===== config.mk =====
export PLATFORM = sky130hd
export DESIGN_NAME = fetch_stage_flat
export DESIGN_NICKNAME = d
export VERILOG_FILES = /design/src/rtl/fetch_stage_if.sv /design/src/rtl/fetch_stage.sv /design/src/flat_wrapper.sv
export SDC_FILE = /design/constraint.sdc
export NUM_CORES = 1
export LEC_CHECK = 0
export CORE_MARGIN = 2
export CORE_UTILIZATION = 30
export DETAILED_ROUTE_END_ITERATION = 12
export PLACE_DENSITY = 0.55
export SYNTH_ARGS = -nofsm -noshare
export SYNTH_HDL_FRONTEND = slang
export SYNTH_SLANG_ARGS = --single-unit

===== constraint.sdc =====
create_clock -name clk -period 2.6 [get_ports clk]
set_input_delay 0.39 -clock clk [delete_from_list [all_inputs] [get_ports clk]]
set_output_delay 0.39 -clock clk [all_outputs]
set_load 0.005 [all_outputs]

===== src/rtl/fetch_stage_if.sv =====
// Narrow memory read bus between the fetch stage (master) and instruction memory (slave).
// mem_req/mem_addr are driven by the master; mem_ready/mem_rdata/mem_err by the slave.
interface fetch_stage_if #(
    parameter int BUS_WIDTH = 8
);
    // Handshake: a beat completes on any rising edge where mem_req & mem_ready are both 1.
    // mem_addr is held while mem_req=1 and mem_ready=0. mem_rdata and mem_err are only
    // meaningful in that completing cycle. A request, once raised, is held until it completes.
    logic                 mem_req;
    logic [31:0]          mem_addr;
    logic                 mem_ready;
    logic [BUS_WIDTH-1:0] mem_rdata;
    logic                 mem_err;

    modport master (
        output mem_req,
        output mem_addr,
        input  mem_ready,
        input  mem_rdata,
        input  mem_err
    );

    modport slave (
        input  mem_req,
        input  mem_addr,
        output mem_ready,
        output mem_rdata,
        output mem_err
    );
endinterface


===== src/rtl/fetch_stage.sv =====
// Instruction fetch stage: reads one 32-bit little-endian word at pc in BUS_WIDTH-bit beats
// and reports done / misalignment / bus-error status to the core FSM.
module fetch_stage #(
    parameter int BUS_WIDTH     = 8,
    parameter int PC_ALIGN_BITS = 2
) (
    input  logic          clk,
    input  logic          reset,
    input  logic          active,
    input  logic [31:0]   pc,
    output logic          done,
    output logic [31:0]   instr,
    output logic          mem_addr_fault,
    output logic          mem_access_fault,
    output logic [1:0]    dbg_state,
    fetch_stage_if.master mem
);

    localparam int          BEATS     = 32 / BUS_WIDTH;
    localparam logic [1:0]  LAST_BEAT = 2'(BEATS - 1);
    localparam logic [31:0] ADDR_STEP = 32'(BUS_WIDTH / 8);

    typedef enum logic [1:0] {
        S_IDLE  = 2'd0,
        S_REQ   = 2'd1,
        S_DONE  = 2'd2,
        S_DRAIN = 2'd3
    } state_t;

    state_t      state_q, state_d;
    logic [1:0]  beat_q, beat_d;
    logic        mem_req_q, mem_req_d;
    logic [31:0] mem_addr_q, mem_addr_d;
    logic [31:0] instr_q, instr_d;
    logic        done_q, done_d;
    logic        addr_fault_q, addr_fault_d;
    logic        access_fault_q, access_fault_d;
    logic        beat_hit;

    assign beat_hit = mem_req_q & mem.mem_ready;

    always_comb begin
        state_d        = state_q;
        beat_d         = beat_q;
        mem_req_d      = mem_req_q;
        mem_addr_d     = mem_addr_q;
        instr_d        = instr_q;
        done_d         = done_q;
        addr_fault_d   = addr_fault_q;
        access_fault_d = access_fault_q;

        case (state_q)
            S_IDLE: begin
                if (active) begin
                    if (|pc[PC_ALIGN_BITS-1:0]) begin
                        state_d      = S_DONE;
                        done_d       = 1'b1;
                        addr_fault_d = 1'b1;
                    end else begin
                        state_d        = S_REQ;
                        mem_req_d      = 1'b1;
                        mem_addr_d     = pc;
                        beat_d         = 2'd0;
                        instr_d        = 32'd0;
                        addr_fault_d   = 1'b0;
                        access_fault_d = 1'b0;
                    end
                end
            end

            S_REQ: begin
                if (beat_hit) begin
                    if (mem.mem_err) begin
                        // An error seen after active dropped is swallowed: nobody is waiting for status.
                        mem_req_d      = 1'b0;
                        state_d        = active ? S_DONE : S_IDLE;
                        done_d         = active;
                        access_fault_d = active;
                    end else begin
                        instr_d[int'(beat_q)*BUS_WIDTH +: BUS_WIDTH] = mem.mem_rdata;
                        // Advancing on the last beat too leaves mem_addr one past the word (wrapping).
                        mem_addr_d = mem_addr_q + ADDR_STEP;
                        if (beat_q == LAST_BEAT) begin
                            mem_req_d = 1'b0;
                            state_d   = active ? S_DONE : S_IDLE;
                            done_d    = active;
                        end else begin
                            beat_d = beat_q + 2'd1;
                            if (!active) begin
                                state_d = S_DRAIN;
                            end
                        end
                    end
                end else if (!active) begin
                    state_d = S_DRAIN;
                end
            end

            S_DRAIN: begin
                if (beat_hit) begin
                    mem_req_d = 1'b0;
                    state_d   = S_IDLE;
                end
            end

            S_DONE: begin
                if (!active) begin
                    state_d        = S_IDLE;
                    done_d         = 1'b0;
                    addr_fault_d   = 1'b0;
                    access_fault_d = 1'b0;
                end
            end

            default: begin
                state_d   = S_IDLE;
                mem_req_d = 1'b0;
                done_d    = 1'b0;
            end
        endcase
    end

    always_ff @(posedge clk or posedge reset) begin
        if (reset) begin
            state_q        <= S_IDLE;
            beat_q         <= 2'd0;
            mem_req_q      <= 1'b0;
            mem_addr_q     <= 32'd0;
            instr_q        <= 32'd0;
            done_q         <= 1'b0;
            addr_fault_q   <= 1'b0;
            access_fault_q <= 1'b0;
        end else begin
            state_q        <= state_d;
            beat_q         <= beat_d;
            mem_req_q      <= mem_req_d;
            mem_addr_q     <= mem_addr_d;
            instr_q        <= instr_d;
            done_q         <= done_d;
            addr_fault_q   <= addr_fault_d;
            access_fault_q <= access_fault_d;
        end
    end

    assign done             = done_q;
    assign instr            = instr_q;
    assign mem_addr_fault   = addr_fault_q;
    assign mem_access_fault = access_fault_q;
    assign dbg_state        = state_q;
    assign mem.mem_req      = mem_req_q;
    assign mem.mem_addr     = mem_addr_q;

endmodule

===== src/flat_wrapper.sv =====
// flat-port wrapper written by rule: the top's interface ports become plain ports
module fetch_stage_flat 
#(
    parameter int BUS_WIDTH     = 8,
    parameter int PC_ALIGN_BITS = 2
)
  (clk, reset, active, pc, done, instr, mem_addr_fault, mem_access_fault, dbg_state, mem_mem_req, mem_mem_addr, mem_mem_ready, mem_mem_rdata, mem_mem_err);
  fetch_stage_if #(.BUS_WIDTH(BUS_WIDTH)) mem_i ();
  input  logic clk;
  input  logic reset;
  input  logic active;
  input  logic [31:0] pc;
  output logic done;
  output logic [31:0] instr;
  output logic mem_addr_fault;
  output logic mem_access_fault;
  output logic [1:0] dbg_state;
  output wire logic [$bits(mem_i.mem_req)-1:0] mem_mem_req;
  output wire logic [$bits(mem_i.mem_addr)-1:0] mem_mem_addr;
  input wire logic [$bits(mem_i.mem_ready)-1:0] mem_mem_ready;
  input wire logic [$bits(mem_i.mem_rdata)-1:0] mem_mem_rdata;
  input wire logic [$bits(mem_i.mem_err)-1:0] mem_mem_err;
  assign mem_mem_req = mem_i.mem_req;
  assign mem_mem_addr = mem_i.mem_addr;
  assign mem_i.mem_ready = mem_mem_ready;
  assign mem_i.mem_rdata = mem_mem_rdata;
  assign mem_i.mem_err = mem_mem_err;
  fetch_stage #(.BUS_WIDTH(BUS_WIDTH), .PC_ALIGN_BITS(PC_ALIGN_BITS)) u_core (.clk(clk), .reset(reset), .active(active), .pc(pc), .done(done), .instr(instr), .mem_addr_fault(mem_addr_fault), .mem_access_fault(mem_access_fault), .dbg_state(dbg_state), .mem(mem_i));
endmodule

== Word-level counts from Yosys, hierarchy flattened ==
Index checks and enable logic that the tools add are counted.

* Word-level logic and storage cells: 90
* Register bits after elaboration: 72
* Input port bits: 45
* Output and inout port bits: 70

* Add/sub/neg operators: 3
* Equality and inequality tests: 14
* Multiplexer cells: 49
* Bitwise operators: 1
* Shifts and indexed selects: 2
* Reductions and logical operators: 13

{| class="wikitable"
|+ Operator list
! kind !! number
|-
| $mux 32 || 8
|-
| $pmux 32 s2 || 2
|-
| $neg 5->33 || 1
|-
| $shift 8x33->32 const A || 1
|-
| $shiftx 8x33->32 || 1
|-
| $add 32x1->32 const B || 1
|-
| $bwmux 32 || 1
|-
| $mux 2 || 14
|-
| $reduce_and 6->1 || 4
|-
| $mux 1 || 18
|-
| $ne 2x2->1 const B || 6
|-
| $pmux 1 s3 || 3
|-
| $pmux 2 s4 || 1
|-
| $eq 2x2->1 const B || 3
|-
| $ne 2x1->1 const B || 3
|-
| $reduce_and 3->1 || 2
|-
| $reduce_bool 3->1 || 2
|-
| $reduce_and 5->1 || 1
|-
| $pmux 2 s2 || 1
|-
| $reduce_bool 2->1 || 2
|-
| $ne 3x2->1 const B || 1
|-
| $add 2x1->2 const B || 1
|-
| $eq 2x1->1 const B || 1
|-
| $logic_not 2->1 || 1
|-
| 3 further kinds || 3
|}

== Logic depth before layout (Yosys ltp) ==
* Word-level depth: 6
* Depth in mapped cells: 7
* Mapped depth without buffers: 6

== Worst setup path after synthesis ==
No wires, ideal clock.

* Path kind: register -> register
* Start point: register u_core.state_q[1], in the netlist u_core.dbg_state[1]
* End point: register u_core.mem_addr_q[27], in the netlist u_core.mem.mem_addr[27]
* Cell stages (with the launch flop): 6
* Path slack: 0.702 ns
* Buffers on the path: 0
* Data arrival time: 1.774 ns
* Required time: 2.476 ns
* Library setup time: 0.124 ns
* Clock period less this slack: 1.898 ns
* Path through: dfrtp_1 > or4b_4 > nor2_8 > nor2_4 > o311a_1 > a211o_1

* Longest elaborated chain between the ends: 3
* Elaborated cells between the ends (all ways): 9
* Classes of those cells: eq/ne: 5; mux: 1; reduce/logical: 3

{| class="wikitable"
|+ Ends and longest elaborated chain
! element !! RTL line !! source
|-
| start, declared || fetch_stage.sv:30 || <nowiki>state_t state_q, state_d;</nowiki>
|-
| start signal, assigned || fetch_stage.sv:134 || <nowiki>state_q <= state_d;</nowiki>
|-
| $eq 2x1->1 / $logic_not 2->1 (equally long branches) || fetch_stage.sv:52 || <nowiki>case (state_q)</nowiki>
|-
| $ne 2x1->1 (no line) (tied with other cells) || - ||
|-
| $reduce_and 5->1 (no line) || - ||
|-
| end signal, assigned || fetch_stage.sv:137 || <nowiki>mem_addr_q <= mem_addr_d;</nowiki>
|-
| end, declared || fetch_stage.sv:33 || <nowiki>logic [31:0] mem_addr_q, mem_addr_d;</nowiki>
|}

Several ways; a longest one is shown, not always the timed one.
A chain may end at the register's enable or synchronous reset.

== Worst setup path in the final report ==
* Start point: input port active
* End point: register u_core.instr_q[24], in the netlist u_core.instr[24]

* Longest elaborated chain between the ends: 2

{| class="wikitable"
|+ Ends and longest elaborated chain
! element !! RTL line !! source
|-
| start, declared || flat_wrapper.sv:11 || <nowiki>input logic active;</nowiki>
|-
| $ne 2x2->1 (no line) || - ||
|-
| $reduce_and 5->1 (no line) || - ||
|-
| end signal, assigned || fetch_stage.sv:138 || <nowiki>instr_q <= instr_d;</nowiki>
|-
| end, declared || fetch_stage.sv:34 || <nowiki>logic [31:0] instr_q, instr_d;</nowiki>
|}

Every way passes these cells.

==> metrics.txt <==
Data required, critical path=2760 ps; Gates resized, CTS repair=0; clock skew=7.94 ps; Finished Layout Cells=about 730; worst r2r src=u_core.mem.mem_addr[4]; Nets=604; Die Height=between 100 and 150 um; ys async rst share=1.00; drc violations=0; synth top area cells=dfrtp_1 47%, nand2_1 9.3%, o21ai_0 6.1%; Vias=3754; Final GP Congestion=0.817; final WL=11700 um; Vias/cell=5.15; Initial DRT Pass Iterations=4; remaining antenna violation count=0; most frequent cell after synthesis=nand2_1; most instantiated cells after synthesis=94 x nand2_1, 72 x dfrtp_1, 46 x o21ai_0, 32 x a21oi_1, 23 x nor2_1; Diodes inserted=0; synthesized area per cell=8.66 um^2; P_leak=0.00220 uW; element type at the critical path start=primary input; Syn. warnings=0; clock latency on the worst-skew pair=320 ps; Worst R2R Setup Slack=550 ps; starting DRC count in detailed routing=195; Die X=about 120 um; worst hold path type=primary input to async pin; number of max-cap violations=0; syn_nets=490; placed cell count=713; Worst R2R End=u_core.mem.mem_addr[27]; Slew Limit Fails=0; CP Capture Type=flop; Final Setup Violations=0; sequential area share after synthesis=0.475; cell taking the most area after synthesis=dfrtp_1; R2R cell count=5; postcts setup bufs=0; Synth cell types=51; initial antenna violation count=1; RSZ-0062 raised after global routing=false; clk slew on worst S/H paths=60 ps; Mapped Cells=438; number of flops mapped to enable cells by yosys=0; vias in the first global route=3689; H-tree Lvls=3; Ports=115; HPWL after DPL=8470 um; slew margin rel.=0.402; standard-cell rows=41; global-route wire length before repair=18700 um; Post-Synthesis Cell Area=about 0.0038 mm^2; WS Path Type=primary input to flop; Critical Path Fanout Max=16; layout cells sized above 1=0.0772; Tmin final=2240 ps; post-layout util=0.442; grt ovf=0; DR WL/cell=16.1 um; CTS root buffer=clkbuf_16; overall power=roughly 3700 uW; Initial Util=0.304; CTS Hold Bufs=0; Hold Worst Slack=425 ps; status=finished clean; Synth Register Bits=72; Synth Flop Type=dfrtp_1; TNS Setup=0 ps; CORE AREA=0.0125 mm^2; WP data arrival=2400 ps; Area Overhead vs Synth=45.2%; period utilization=0.863; pwr/cell area=~670 mW/mm^2; clk sinks=72; maximum vdd ir drop=0.000378 V; GRT Total Usage=0.175; Max Freq=~0.45 GHz; Die Area=0.0136 mm^2; Synth top area share=0.475; CTS tree=built; IO buf count=114; Slew @ Worst Pin=891 ps; Final Hold Fails=0; TritonCTS Buffers=9; pin count of the biggest net entering global routing=49; Bufs on Longest Clock Path=2
## cell families after synthesis
logic type               synth area share
AND/OR/NAND/NOR                     0.227
multiplexers                      0.00593
buffers and inverters              0.0409
AO/OA/AOI/OAI                       0.228
flip-flops                          0.475
adder cells (fa/ha/maj)            0.0231
## how the worst max path moves through the flow
stage	from	endpoint	slack (ps)
final	active	u_core.instr[24]	360
after global placement	active	u_core.instr[18]	130
after global routing	active	u_core.instr[29]	220
after CTS	active	u_core.instr[24]	390
after floorplan	reset	u_core.beat_q[0]	390
after detailed placement	active	u_core.instr[24]	40
## per-stage QoR
stage | worst slack (ps) | instance area, um^2
floorplan | 385 | 3790
global placement | 130 | 5210
detailed placement | 39.1 | 5210
CTS | 386 | 5510
global route | 225 | 5510
finish | 357 | 5510
## worst max-delay path, cell delays in order
cell             delay, ps
clkdlybuf4s50_1        560
or4b_4                 560
mux2i_4                260
o21ai_1                370
nand2_1                180
o21ai_0                 90
## final cells by class
class	count	area, um^2
clock buffer	9	225
clock inverter	7	72.6
fill	1253	6960
inverter	10	37.5
multi-input combinational	329	1860
sequential	72	1800
tap	172	215
timing repair buffer	130	1300
## state kept, by name (all words and copies together) (netlist names)
signal	count
u_core.instr	32
u_core.mem.mem_addr	32
u_core.beat_q	2
u_core.dbg_state	2
u_core.done	1
u_core.mem.mem_req	1
u_core.mem_access_fault	1
u_core.mem_addr_fault	1
## per-layer routing
layer	global-route usage	up-vias	wire length (um)
li1	-	1816	-
met1	0.235	1797	5480
met2	0.278	119	5300
met3	0.0363	20	709
met4	0.0635	2	229
met5	0	-	14
## where the power goes
group | leakage, uW | internal, uW | switching (uW)
clock network | 0.000141 | 743 | 488
logic | 0.00111 | 540 | 456
registers | 0.000951 | 1280 | 206
## cell usage in the layout, fill, tap and decap left out, types with 3 or more instances in the layout
cell type and instances:
clkdlybuf4s50_1 114, nand2_1 94, dfrtp_1 72, o21ai_0 46, a21oi_1 32, nor2_1 22, nand3_1 19, o22ai_1 15
buf_4 13, nand4_1 10, a2bb2oi_1 10, inv_1 9, clkbuf_16 9, ha_1 7, nor3_1 6, o21ai_1 5
a31oi_1 5, and2_1 5, and3_1 4, o22a_1 4, and4_1 4, o2bb2ai_1 3, a22oi_1 3, buf_12 3
Power figures use the tool's default switching activity.
